<file path="src/rtl/trena_pkg.sv">
// trena_pkg: state codes, ASCII constants, last-index constants and BCD-to-ASCII helper for the TRENA TX sequencer.
package trena_pkg;

    localparam logic [2:0] ST_INICIAL = 3'd0;
    localparam logic [2:0] ST_CARREGA = 3'd1;
    localparam logic [2:0] ST_ENVIA   = 3'd2;
    localparam logic [2:0] ST_ESPERA  = 3'd3;
    localparam logic [2:0] ST_PROXIMO = 3'd4;
    localparam logic [2:0] ST_FINAL   = 3'd5;

    localparam logic [6:0] ASC_ZERO  = 7'h30;
    localparam logic [6:0] ASC_HASH  = 7'h23;
    localparam logic [6:0] ASC_QMARK = 7'h3F;
    localparam logic [6:0] ASC_CR    = 7'h0D;
    localparam logic [6:0] ASC_LF    = 7'h0A;

    localparam logic [2:0] LAST_IDX_STD  = 3'd3;
    localparam logic [2:0] LAST_IDX_CRLF = 3'd5;

    function automatic logic [6:0] bcd_to_ascii(input logic [3:0] d);
        return (d > 4'd9) ? ASC_QMARK : ASC_ZERO + {3'b000, d};
    endfunction

endpackage

</file>
<file path="src/rtl/trena_tx_char.sv">
// trena_tx_char: maps a frame index and three BCD digits to the ASCII character to send.
// TRENA_TX_CRLF_EN appends CR (index 4) and LF (index 5) after '#'.
module trena_tx_char
    import trena_pkg::*;
(
    input  logic [2:0]  i_idx,
    input  logic [11:0] i_bcd,
    output logic [6:0]  o_char
);

    assign o_char = (i_idx == 3'd0) ? bcd_to_ascii(i_bcd[11:8]) :
                    (i_idx == 3'd1) ? bcd_to_ascii(i_bcd[7:4])  :
                    (i_idx == 3'd2) ? bcd_to_ascii(i_bcd[3:0])  :
`ifdef TRENA_TX_CRLF_EN
                    (i_idx == 3'd4) ? ASC_CR :
                    (i_idx == 3'd5) ? ASC_LF :
`endif
                    ASC_HASH;

endmodule

</file>
<file path="src/rtl/trena_tx_seq.sv">
// trena_tx_seq: sends one BCD measurement frame ("hhh#" or, with TRENA_TX_CRLF_EN, "hhh#\r\n")
// to a serial transmitter using a start/done handshake.
module trena_tx_seq
    import trena_pkg::*;
(
    input  logic        clock,
    input  logic        reset_n,
    input  logic        iniciar,
    input  logic [11:0] medida,
    input  logic        tx_pronto,
    output logic        tx_partida,
    output logic [6:0]  tx_dado,
    output logic        ocupado,
    output logic        fim,
    output logic [3:0]  db_estado
);

`ifdef TRENA_TX_CRLF_EN
    localparam logic [2:0] LAST_IDX = LAST_IDX_CRLF;
`else
    localparam logic [2:0] LAST_IDX = LAST_IDX_STD;
`endif

    logic [2:0]  r_estado;
    logic [2:0]  r_idx;
    logic [11:0] r_medida;
    logic [6:0]  r_dado;
    logic [2:0]  w_prox;
    logic [2:0]  w_sel_idx;
    logic [11:0] w_sel_bcd;
    logic [6:0]  w_char;
    logic        w_load;

    always_comb begin
        w_prox = ST_INICIAL;
        case (r_estado)
            ST_INICIAL: w_prox = iniciar ? ST_CARREGA : ST_INICIAL;
            ST_CARREGA: w_prox = ST_ENVIA;
            ST_ENVIA:   w_prox = ST_ESPERA;
            ST_ESPERA:  w_prox = !tx_pronto ? ST_ESPERA : (r_idx == LAST_IDX) ? ST_FINAL : ST_PROXIMO;
            ST_PROXIMO: w_prox = ST_ENVIA;
            default:    w_prox = ST_INICIAL;
        endcase
    end

    // The character is computed one cycle ahead so tx_dado is already valid in ENVIA.
    assign w_load    = (r_estado == ST_CARREGA) || (r_estado == ST_PROXIMO);
    assign w_sel_idx = (r_estado == ST_CARREGA) ? 3'd0 : r_idx + 3'd1;
    assign w_sel_bcd = (r_estado == ST_CARREGA) ? medida : r_medida;

    trena_tx_char u_char (
        .i_idx  (w_sel_idx),
        .i_bcd  (w_sel_bcd),
        .o_char (w_char)
    );

    always_ff @(posedge clock or negedge reset_n) begin
        if (!reset_n) begin
            r_estado <= ST_INICIAL;
            r_idx    <= 3'd0;
            r_medida <= 12'h000;
            r_dado   <= 7'h00;
        end else begin
            r_estado <= w_prox;
            if (r_estado == ST_CARREGA) begin
                r_medida <= medida;
                r_idx    <= 3'd0;
            end
            if (r_estado == ST_PROXIMO)
                r_idx <= r_idx + 3'd1;
            if (w_load)
                r_dado <= w_char;
        end
    end

    assign tx_partida = (r_estado == ST_ENVIA);
    assign fim        = (r_estado == ST_FINAL);
    assign ocupado    = (r_estado != ST_INICIAL);
    assign tx_dado    = r_dado;
    assign db_estado  = (r_estado > ST_FINAL) ? 4'hF : {1'b0, r_estado};

endmodule

</file>
<file path="config.mk">
export PLATFORM = sky130hd
export DESIGN_NAME = trena_tx_seq
export DESIGN_NICKNAME = d
export VERILOG_FILES = /design/src/rtl/trena_pkg.sv /design/src/rtl/trena_tx_char.sv /design/src/rtl/trena_tx_seq.sv
export SDC_FILE = /design/constraint.sdc
export NUM_CORES = 1
export LEC_CHECK = 0
export ABC_AREA = 1
export CORE_ASPECT_RATIO = 1.5
export CORE_MARGIN = 2
export CORE_UTILIZATION = 49
export CTS_BUF_LIST = sky130_fd_sc_hd__clkbuf_16
export DETAILED_ROUTE_END_ITERATION = 10
export PLACE_DENSITY_LB_ADDON = 0.08
export SLEW_MARGIN = 20
export SYNTH_ARGS = -nofsm -noshare
export SYNTH_HDL_FRONTEND = slang
export SYNTH_SLANG_ARGS = --single-unit
</file>
<file path="constraint.sdc">
create_clock -name clock -period 2.39 [get_ports clock]
set_clock_uncertainty 0.05 [all_clocks]
set_input_delay 0.3585 -clock clock [delete_from_list [all_inputs] [get_ports clock]]
set_output_delay 0.3585 -clock clock [all_outputs]
set_load 0.005 [all_outputs]
</file>
# Word-level counts from Yosys, hierarchy flattened
# Cells that the tools add are included.
[word_totals] regBits=25 input_bits=16 out_inout_bits=14 word_cells=41
[classes] addsub=4 order_cmp=4 eq_ne=8 mux=15 n_reduce_logical=6
[op_table] operator="$mux W7" n=6
[op_table] operator="$add A6 B4 Y7 const A" n=3
[op_table] operator="$eq A3 B2 Y1 const B" n=4
[op_table] operator="$gt A4 B4 Y1 const B" n=3
[op_table] operator="$mux W12" n=1
[op_table] operator="$mux W3" n=4
[op_table] operator="$pmux W3 S4" n=1
[op_table] operator="$eq A3 B1 Y1 const B" n=2
[op_table] operator="$eq A3 B3 Y1 const B" n=2
[op_table] operator="$logic_not A3 Y1" n=2
[op_table] operator="$mux W4" n=1
[op_table] operator="$add A3 B1 Y3 const B" n=1
[op_table] operator="$gt A3 B3 Y1 const B" n=1
[op_table] operator="$reduce_bool A3 Y1" n=1
[op_table] operator="$mux W1" n=2
[op_table] operator="$reduce_bool A2 Y1" n=1
[op_table] operator="$reduce_or A2 Y1" n=1
[op_table] operator="$logic_or A1 B1 Y1" n=1

# Longest topological paths before layout
# Gate-level depths: netlist of the first run.
[logic_depth] depth_word=7 ltp_mapped=10 depth_no_buf=10

# Modules after synthesis
# A second synthesis of the first run with hierarchy kept.
[unflattened] cells_unflattened=181 area_unflattened_um2=1326.3
[by_module_without_submodules] module="trena_tx_seq" n_inst=1 cells_per_inst=132 area_each_um2=1104.8
[by_module_without_submodules] module="trena_tx_char" n_inst=1 cells_per_inst=49 area_each_um2=221.5

# Least setup slack after synthesis of the first run
# Ideal clock, no wire load.
[synth_timing] path_kind="flip-flop to flip-flop" start="reg r_idx[0]" end="reg r_dado[0], in the netlist tx_dado[0]" setup_time_ps=121 t_arrival_ps=1567 t_required_ps=2219 setup_slack_ps=653 stages_incl_launch_ff=10 path_buffers=0 synth_period_minus_slack_ps=1737 path_cell_list="dfrtp_1 ha_1 ha_1 nand2_1 nor3_1 inv_1 nor2_1 nand2_1 nand2_1 o21ai_1"
[synth_via] elab_chain_cells=6
[synth_lines] element="start, declared" line="trena_tx_seq.sv:25" text="logic [2:0] r_idx;"
[synth_lines] element="start signal, assigned" line="trena_tx_seq.sv:70" text="r_idx <= r_idx + 3'd1;"
[synth_lines] element="$add A3 B1 Y3 *" line="trena_tx_seq.sv:48" text="assign w_sel_idx = (r_estado == ST_CARREGA) ? 3'd0 : r_idx + 3'd1;"
[synth_lines] element="$mux W3 *" line="trena_tx_seq.sv:48"
[synth_lines] element="$eq A3 B2 Y1" line="trena_tx_char.sv:13" text="(i_idx == 3'd2) ? bcd_to_ascii(i_bcd[3:0]) :"
[synth_lines] element="$mux W7" line="trena_tx_char.sv:13"
[synth_lines] element="$mux W7" line="trena_tx_char.sv:12" text="(i_idx == 3'd1) ? bcd_to_ascii(i_bcd[7:4]) :"
[synth_lines] element="$mux W7 *" line="trena_tx_char.sv:11" text="assign o_char = (i_idx == 3'd0) ? bcd_to_ascii(i_bcd[11:8]) :"
[synth_lines] element="end signal, assigned" line="trena_tx_seq.sv:72" text="r_dado <= w_char;"
[synth_lines] element="end, declared" line="trena_tx_seq.sv:27" text="logic [6:0] r_dado;"
# Mark *: on every way between the ends. The rest lies on a longest branch, timed or not.
# A chain may end at the register's enable or synchronous reset.

# Worst setup path after layout of the first run
[layout_timing] start="reg r_estado[1]" end="out tx_partida"
[layout_via] elab_chain_cells=1
[layout_lines] element="start, declared" line="trena_tx_seq.sv:24" text="logic [2:0] r_estado;"
[layout_lines] element="start signal, assigned" line="trena_tx_seq.sv:64" text="r_estado <= w_prox;"
[layout_lines] element="$eq A3 B2 Y1" line="trena_tx_seq.sv:76" text="assign tx_partida = (r_estado == ST_ENVIA);"
[layout_lines] element="end, declared" line="trena_tx_seq.sv:11" text="output logic tx_partida,"
# No other way between the ends.

==> results of run 1 <==
[worst max path at each step]
stage | startpoint | to | slack [ps] | cells past startpoint
final | r_estado[1] | tx_partida | 410 | 5
after global routing | r_idx[0] | tx_dado[1] | 290 | 9
after global placement | r_idx[0] | tx_dado[1] | 550 | 9
after CTS | r_estado[1] | tx_partida | 400 | 5
after floorplan | r_idx[0] | tx_dado[0] | 650 | 9
after detailed placement | r_idx[0] | tx_dado[1] | 450 | 9
[worst max-delay path, cell delays in order, from the launching register on]
cell,delay [ps]
dfrtp_1,420
inv_2,90
nor2_1,150
inv_1,80
nor2_1,80
clkdlybuf4s50_1,500
[state kept, by name (all words and copies together), names as in the netlist]
name	cells
r_medida	12
tx_dado	6
r_estado	3
r_idx	3
[layout make-up]
class                      count  area [um2]
clock buffer                   3       75.07
clock inverter                 1       3.754
fill                         216       819.5
inverter                      30       112.6
multi-input combinational    107       520.5
sequential                    24       600.6
tap                           24       30.03
timing repair buffer          29       287.8
[per-stage QoR]
step	power, mW	hold WS [ps]	utilization	instances	setup slack (ps)
2_1_floorplan	1.460	12.91	-	165	652.7
3_3_place_gp	1.794	401.7	0.6333	214	553.2
3_5_place_dp	1.828	406.9	0.6333	214	450.3
4_1_cts	2.193	424.3	0.6655	218	399.4
5_1_grt	2.366	453.0	0.6655	218	289.2
6_report	2.174	417.1	0.6655	218	406.2
[cell usage after synthesis]
master	n	area (um2)
nand3_4	1	17.52
nand3_1	5	25.02
nor2_1	11	41.29
nor3_1	2	10.01
nand2_1	52	195.2
buf_4	1	7.510
nor2_4	1	11.26
nand2_2	9	56.30
buf_8	1	15.01
ha_1	2	25.02
o21ai_2	3	26.28
o21ai_0	10	50.05
inv_1	25	93.84
conb_1	1	3.750
nor3_2	1	10.01
dfrtp_1	24	600.6
dlygate4sd3_1	1	10.01
clkbuf_1	1	3.750
o21ai_1	4	20.02
a21oi_1	2	10.01
inv_2	5	18.77
o22ai_1	1	6.260
or2_2	2	12.51
[logic make-up (layout without fill, tap and decap cells)]
kind of cell / count (synthesis) / after routing
and+or+nand+nor: 84 / 84
buffers and inverters: 34 / 63
DFF: 24 / 24
AOI/OAI and AO/OA: 20 / 20
adders and majority gates: 2 / 2
other: 1 / 1
[layer usage]
| layer | global-route usage | up-vias |
|---|---|---|
| met1 | 0.2491 | 477 |
| met2 | 0.3592 | 36 |
| met4 | 0.08824 | 0 |
| li1 | - | 555 |
| met3 | 0.03279 | 5 |
| met5 | 0 | - |
[power groups by stage]
stage | Combinational, mW | Clock (mW) | Sequential [mW]
floorplan | 0.782 | 0 | 0.678
global placement | 1.10 | 0 | 0.689
detailed placement | 1.13 | 0 | 0.697
CTS | 1.14 | 0.361 | 0.691
global route | 1.28 | 0.375 | 0.713
finish | 1.13 | 0.354 | 0.689
==> summary.md, run 1 <==
| Metric | Value |
|---|---|
| Outcome | completed |
| Fin crit period | around 2000 ps |
| M1 WL | a little over 1000 um |
| Initial antenna violation count | 0 |
| Inserted Clock Buffers | 3 |
| Post-synthesis mux area share | 0 |
| Fin nets | 213 |
| H-tree depth | 1 |
| Worst r2r path cells | 9 |
| Mapped Cells | between 150 and 200 |
| Die H | about 66 um |
| IO buf count | 28 |
| Most common cell after layout, fill and taps aside | nand2_1 |
| Antenna Cells | 0 |
| Crit Path Class | flip-flop to output port |
| Met3 routed WL | 155 um |
| Startpoint types | flip-flop |
| FF+latch count, synth | 24 |
| Clock Latency Late Sink | between 200 and 300 ps |
| Xor/xnor share of the synthesized area | 0 |
| Synth Area in Simple Gates | 0.2985 |
| CP Capture Type | output port |
| Core Rows | 22 |
| Min-Delay Path Class | input pin to async pin |
| Sw frac | 0.4156 |
| Root buf cell | clkbuf_16 |
| Mapped Avg Cell Area | approximately 7.7 um2 |
| Max Clock Freq | 0.5041 GHz |
| First-pass DRT Iterations | 4 |
| Vias in the first global route | a little over 1k |
| Clock share of power | 0.163 |
| Total grt overflow | 0 |
| Post-CTS Hold Buffers | 0 |
| Sequential-to-total area share from yosys stat | 0.4729 |
| First-pass GRT wire length | 4595 um |
| Die area | just over 3000 um2 |
| Fin Setup TNS | 0 ps |
| FF-to-FF End | tx_dado[1] |
| Final hold violations | 0 |
| Starting DRT DRC Count | 16 |
| Power density over the cells | roughly 1300 nW/um2 |
| Largest family of logic cells by synthesized area | simple AND/OR/NAND/NOR gates |
| Vias per Instance | just under 5 |
| DP Area | around 1600 um2 |
| Ys Warns | 0 |
| Peak supply drop | between 0.7 and 0.8 mV |
| Top Layer Used | met4 |
| GPL Wtd Cong | 0.8433 |
| Clk sinks | 24 |
| Synth Area in Compound Gates | 0.08867 |
| Max cap viols | 0 |
| Final WL | ~2600 um |
| Most frequent cells in the layout | 52 x nand2_1, 28 x clkdlybuf4s50_1, 25 x inv_1, 24 x dfrtp_1, 11 x nor2_1 |
| Die width | between 40 and 50 um |
| CP max FO | 5 |
| Maximum clock path buffer count | 2 |
| Power share of the combinational group | 0.520 |
| Sw power | between 0.9 and 1 mW |
| Final setup vio count | 0 |
| Post-route cell area | around 1600 um2 |
| Arrival time worst endpoint | 1580 ps |
| Starting density of the core | 0.5184 |
| Layout cell share with drive strength beyond 1 | 0.1340 |
| Critical path data required time | 1980 ps |
| Synth cell types | 23 |
| RSZ-0062 raised after global routing | false |
| Leakage | between 0.8 and 0.9 nW |
| Reg clk slew, reported paths | ~60 ps |
| Final antenna-violating net count | 0 |
| Internal power | approximately 1.3 mW |
| Post-Syn Area | around 1300 um2 |
| Core ar. | approximately 2400 um2 |
| Total number of vias | around 1.1k |
| Post-CTS Resized | 0 |
| Reg-to-Reg Start | r_idx[0] |
| Fin. max-slew vios | 0 |
| CTS tree | yes |
| Largest net degree at the start of global routing | 25 |
| Tcrit/Tclk final | 0.8301 |
| Post-CTS setup buffer count | 0 |
| Net Count, Synth | between 150 and 200 |
| Area delta synth->final | 28.37% |
| HPWL after DPL | around 1900 um |
| DR DRC count | 0 |
| Synth Area in Adders | 0.01970 |
| WL/cell | roughly 12 um |
| I/O pin count | 30 |
| Gr usage total | 0.2097 |
| Flop2flop setup slack | between 400 and 500 ps |
| Met2 routed WL | ~1400 um |
| Sequential cell fraction of total power | 0.317 |
Power figures use the tool's default switching activity.
==> run 2, diff against run 1 <==
==> constraint.sdc (replaced) <==
create_clock -name clock -period 2 [get_ports clock]
set_clock_uncertainty 0.05 [all_clocks]
set_input_delay 0.3 -clock clock [delete_from_list [all_inputs] [get_ports clock]]
set_output_delay 0.3 -clock clock [all_outputs]
set_load 0.005 [all_outputs]
==> run 2 against run 1 <==
Cell area increased by 1.2%. Via count increased by 1.8%. Sequential share of layout area decreased by 0.45 points. Flip-flop and latch count unchanged. First-iteration DRC count increased by 140%. Hold slack got worse by 59 ps. Worst setup slack got worse by 300 ps. Core utilization increased by 0.82 points. Routed wire length increased by 1.2%. Die area unchanged. Count of clock-buffer cells in the layout unchanged. Register-to-register slack got worse by 280 ps. Critical endpoint unchanged. Largest power group unchanged.
==> summary.md, run 2 (synthesis gave the netlist of run 1 again) <==
| Metric | Value |
|---|---|
| First-pass DRT Iterations | 4 |
| Final setup vio count | 0 |
| IO buf count | 28 |
| Layout cell share with drive strength beyond 1 | 0.1546 |
| HPWL after DPL | about 1900 um |
| Fin Setup TNS | 0 ps |
| Fin nets | ~210 |
| Starting DRT DRC Count | 39 |
| Most frequent cells in the layout | 51 x nand2_1, 28 x clkdlybuf4s50_1, 25 x inv_1, 24 x dfrtp_1 |
| Fin. max-slew vios | 0 |
| Maximum clock path buffer count | 2 |
| RSZ-0062 raised after global routing | false |
| Total grt overflow | 0 |
| Final antenna-violating net count | 0 |
| Max incr delay on CP | ~500 ps |
| Crit Path Class | flip-flop to output port |
| Peak supply drop | around 1.1 mV |
| Core Rows | 22 |
| Clock Latency Late Sink | around 250 ps |
| Clk sinks | 24 |
| Root buf cell | clkbuf_16 |
| Fin crit period | around 1900 ps |
| Critical path data required time | about 1700 ps |
| GPL Wtd Cong | about 0.86 |
| Worst Hold Margin | around 360 ps |
| Reg with most FFs | r_medida |
| Die area | between 3000 and 4000 um2 |
| DR DRC count | 0 |
| Tcrit/Tclk final | 0.9483 |
| Startpoint types | flip-flop |
| Max cap viols | 0 |
| CP Capture Type | output port |
| Vias in the first global route | 1132 |
| Post-CTS Hold Buffers | 0 |
| CP max FO | 6 |
| Power density over the cells | approximately 1600 nW/um2 |
| WL/cell | 12.10 um |
| I/O pin count | 30 |
| Inserted Clock Buffers | 3 |
| Power share of the combinational group | 0.530 |
| Largest net degree at the start of global routing | 25 |
| Max Clock Freq | between 0.5 and 0.6 GHz |
| Die width | ~46 um |
| Initial antenna violation count | 0 |
| Min-Delay Path Class | input pin to async pin |
| H-tree depth | 1 |
| First-pass GRT wire length | approximately 4800 um |
| Max FFs per register | 12 |
| Met3 routed WL | roughly 86 um |
| Starting density of the core | 0.5184 |
| Sequential cell fraction of total power | 0.312 |
| Area delta synth->final | 29.95% |
| Vias per Instance | around 5 |
| Sw power | about 1.1 mW |
| CTS tree | yes |
| Final hold violations | 0 |
| Slowest stage cell, crit path | clkdlybuf4s50_1 |
| Gr usage total | 0.2187 |
| DP Area | roughly 1600 um2 |
| Antenna Cells | 0 |
| Die H | approximately 66 um |
| Layout Utilization | 0.6736 |
| Internal power | between 1.5 and 2 mW |
| Core ar. | 2450 um2 |
| Outcome | completed |
| Reg clk slew, reported paths | 60 ps |
| M1 WL | 1113 um |
| Post-route cell area | around 1700 um2 |
| Arrival time worst endpoint | ~1600 ps |
| Final WL | about 2600 um |
| Clock share of power | 0.158 |
| Leakage | between 0.8 and 0.9 nW |
| Top Layer Used | met4 |
| Most common cell after layout, fill and taps aside | nand2_1 |
| Met2 routed WL | around 1400 um |
| Sw frac | 0.4170 |
| Total number of vias | roughly 1.1k |
| CP Cell Sequence | nor2_2 -> inv_1 -> nor2_1 -> clkdlybuf4s50_1 |
run 2: cell count changes in the layout (fill, tap and decap cells not counted):
cell | previous run | this run
nor2_1 | 11 | 10
nor3_1 | 2 | 1
clkinv_1 | 1 | 0
nand2_1 | 52 | 51
nor3_4 | 0 | 1
buf_4 | 1 | 2
nand2_2 | 9 | 10
nor2_2 | 0 | 1
run 2: final cells by class:
class / count / area [um2]
Fill cell: 212 / 799.5
Sequential cell: 24 / 600.6
Multi-Input combinational cell: 107 / 536.8
Timing Repair Buffer: 30 / 295.3
Inverter: 30 / 112.6
Clock buffer: 3 / 75.07
Tap cell: 24 / 30.03
run 2: final timing paths:
kind	from	to	slack, ps	cells past startpoint
worst max register to register	r_idx[0]	tx_dado[0]	150	9
max in group asynchronous	reset_n	r_medida[9]	1310	2
worst min-delay path	reset_n	r_medida[5]	360	2
worst max-delay path	r_estado[2]	tx_partida	100	4
min in group clock	tx_dado[5]	tx_dado[5]	430	1
worst min register to register	tx_dado[5]	tx_dado[5]	430	1
run 2: through the flow:
step / power, mW / std cells / worst slack, ps
after floorplan: 1.745 / 165 / 262.7
after global placement: 2.144 / 214 / 164.0
after detailed placement: 2.182 / 214 / 57.25
after CTS: 2.613 / 217 / 29.83
after global routing: 2.891 / 218 / 1.967
final: 2.628 / 218 / 103.4
run 2: critical path, delay by kind of cell, from the launching register on:
kind | cells | cell delay (ps)
buf+inv | 2 | 570
flops | 1 | 470
simple gates | 2 | 250
run 2: timing repair:
| action | 4_1_cts | 5_1_grt |
|---|---|---|
| hold endpoints to repair | 0 | 0 |
| buffers inserted | 0 | 1 |
| gates resized for setup | 0 | 4 |
| endpoints found under the setup margin | 0 | 5 |
run 2: layer usage:
metal	track usage	up-vias
met5	0	-
met4	0.06618	0
met3	0.03279	4
met2	0.3785	24
met1	0.2695	507
li1	-	557
run 2: power groups by stage:
stage               logic, mW  registers, mW  clock network [mW]
floorplan               0.935          0.810                   0
global placement         1.32          0.824                   0
detailed placement       1.35          0.828                   0
CTS                      1.37          0.825               0.421
global route             1.60          0.845               0.444
finish                   1.39          0.820               0.416
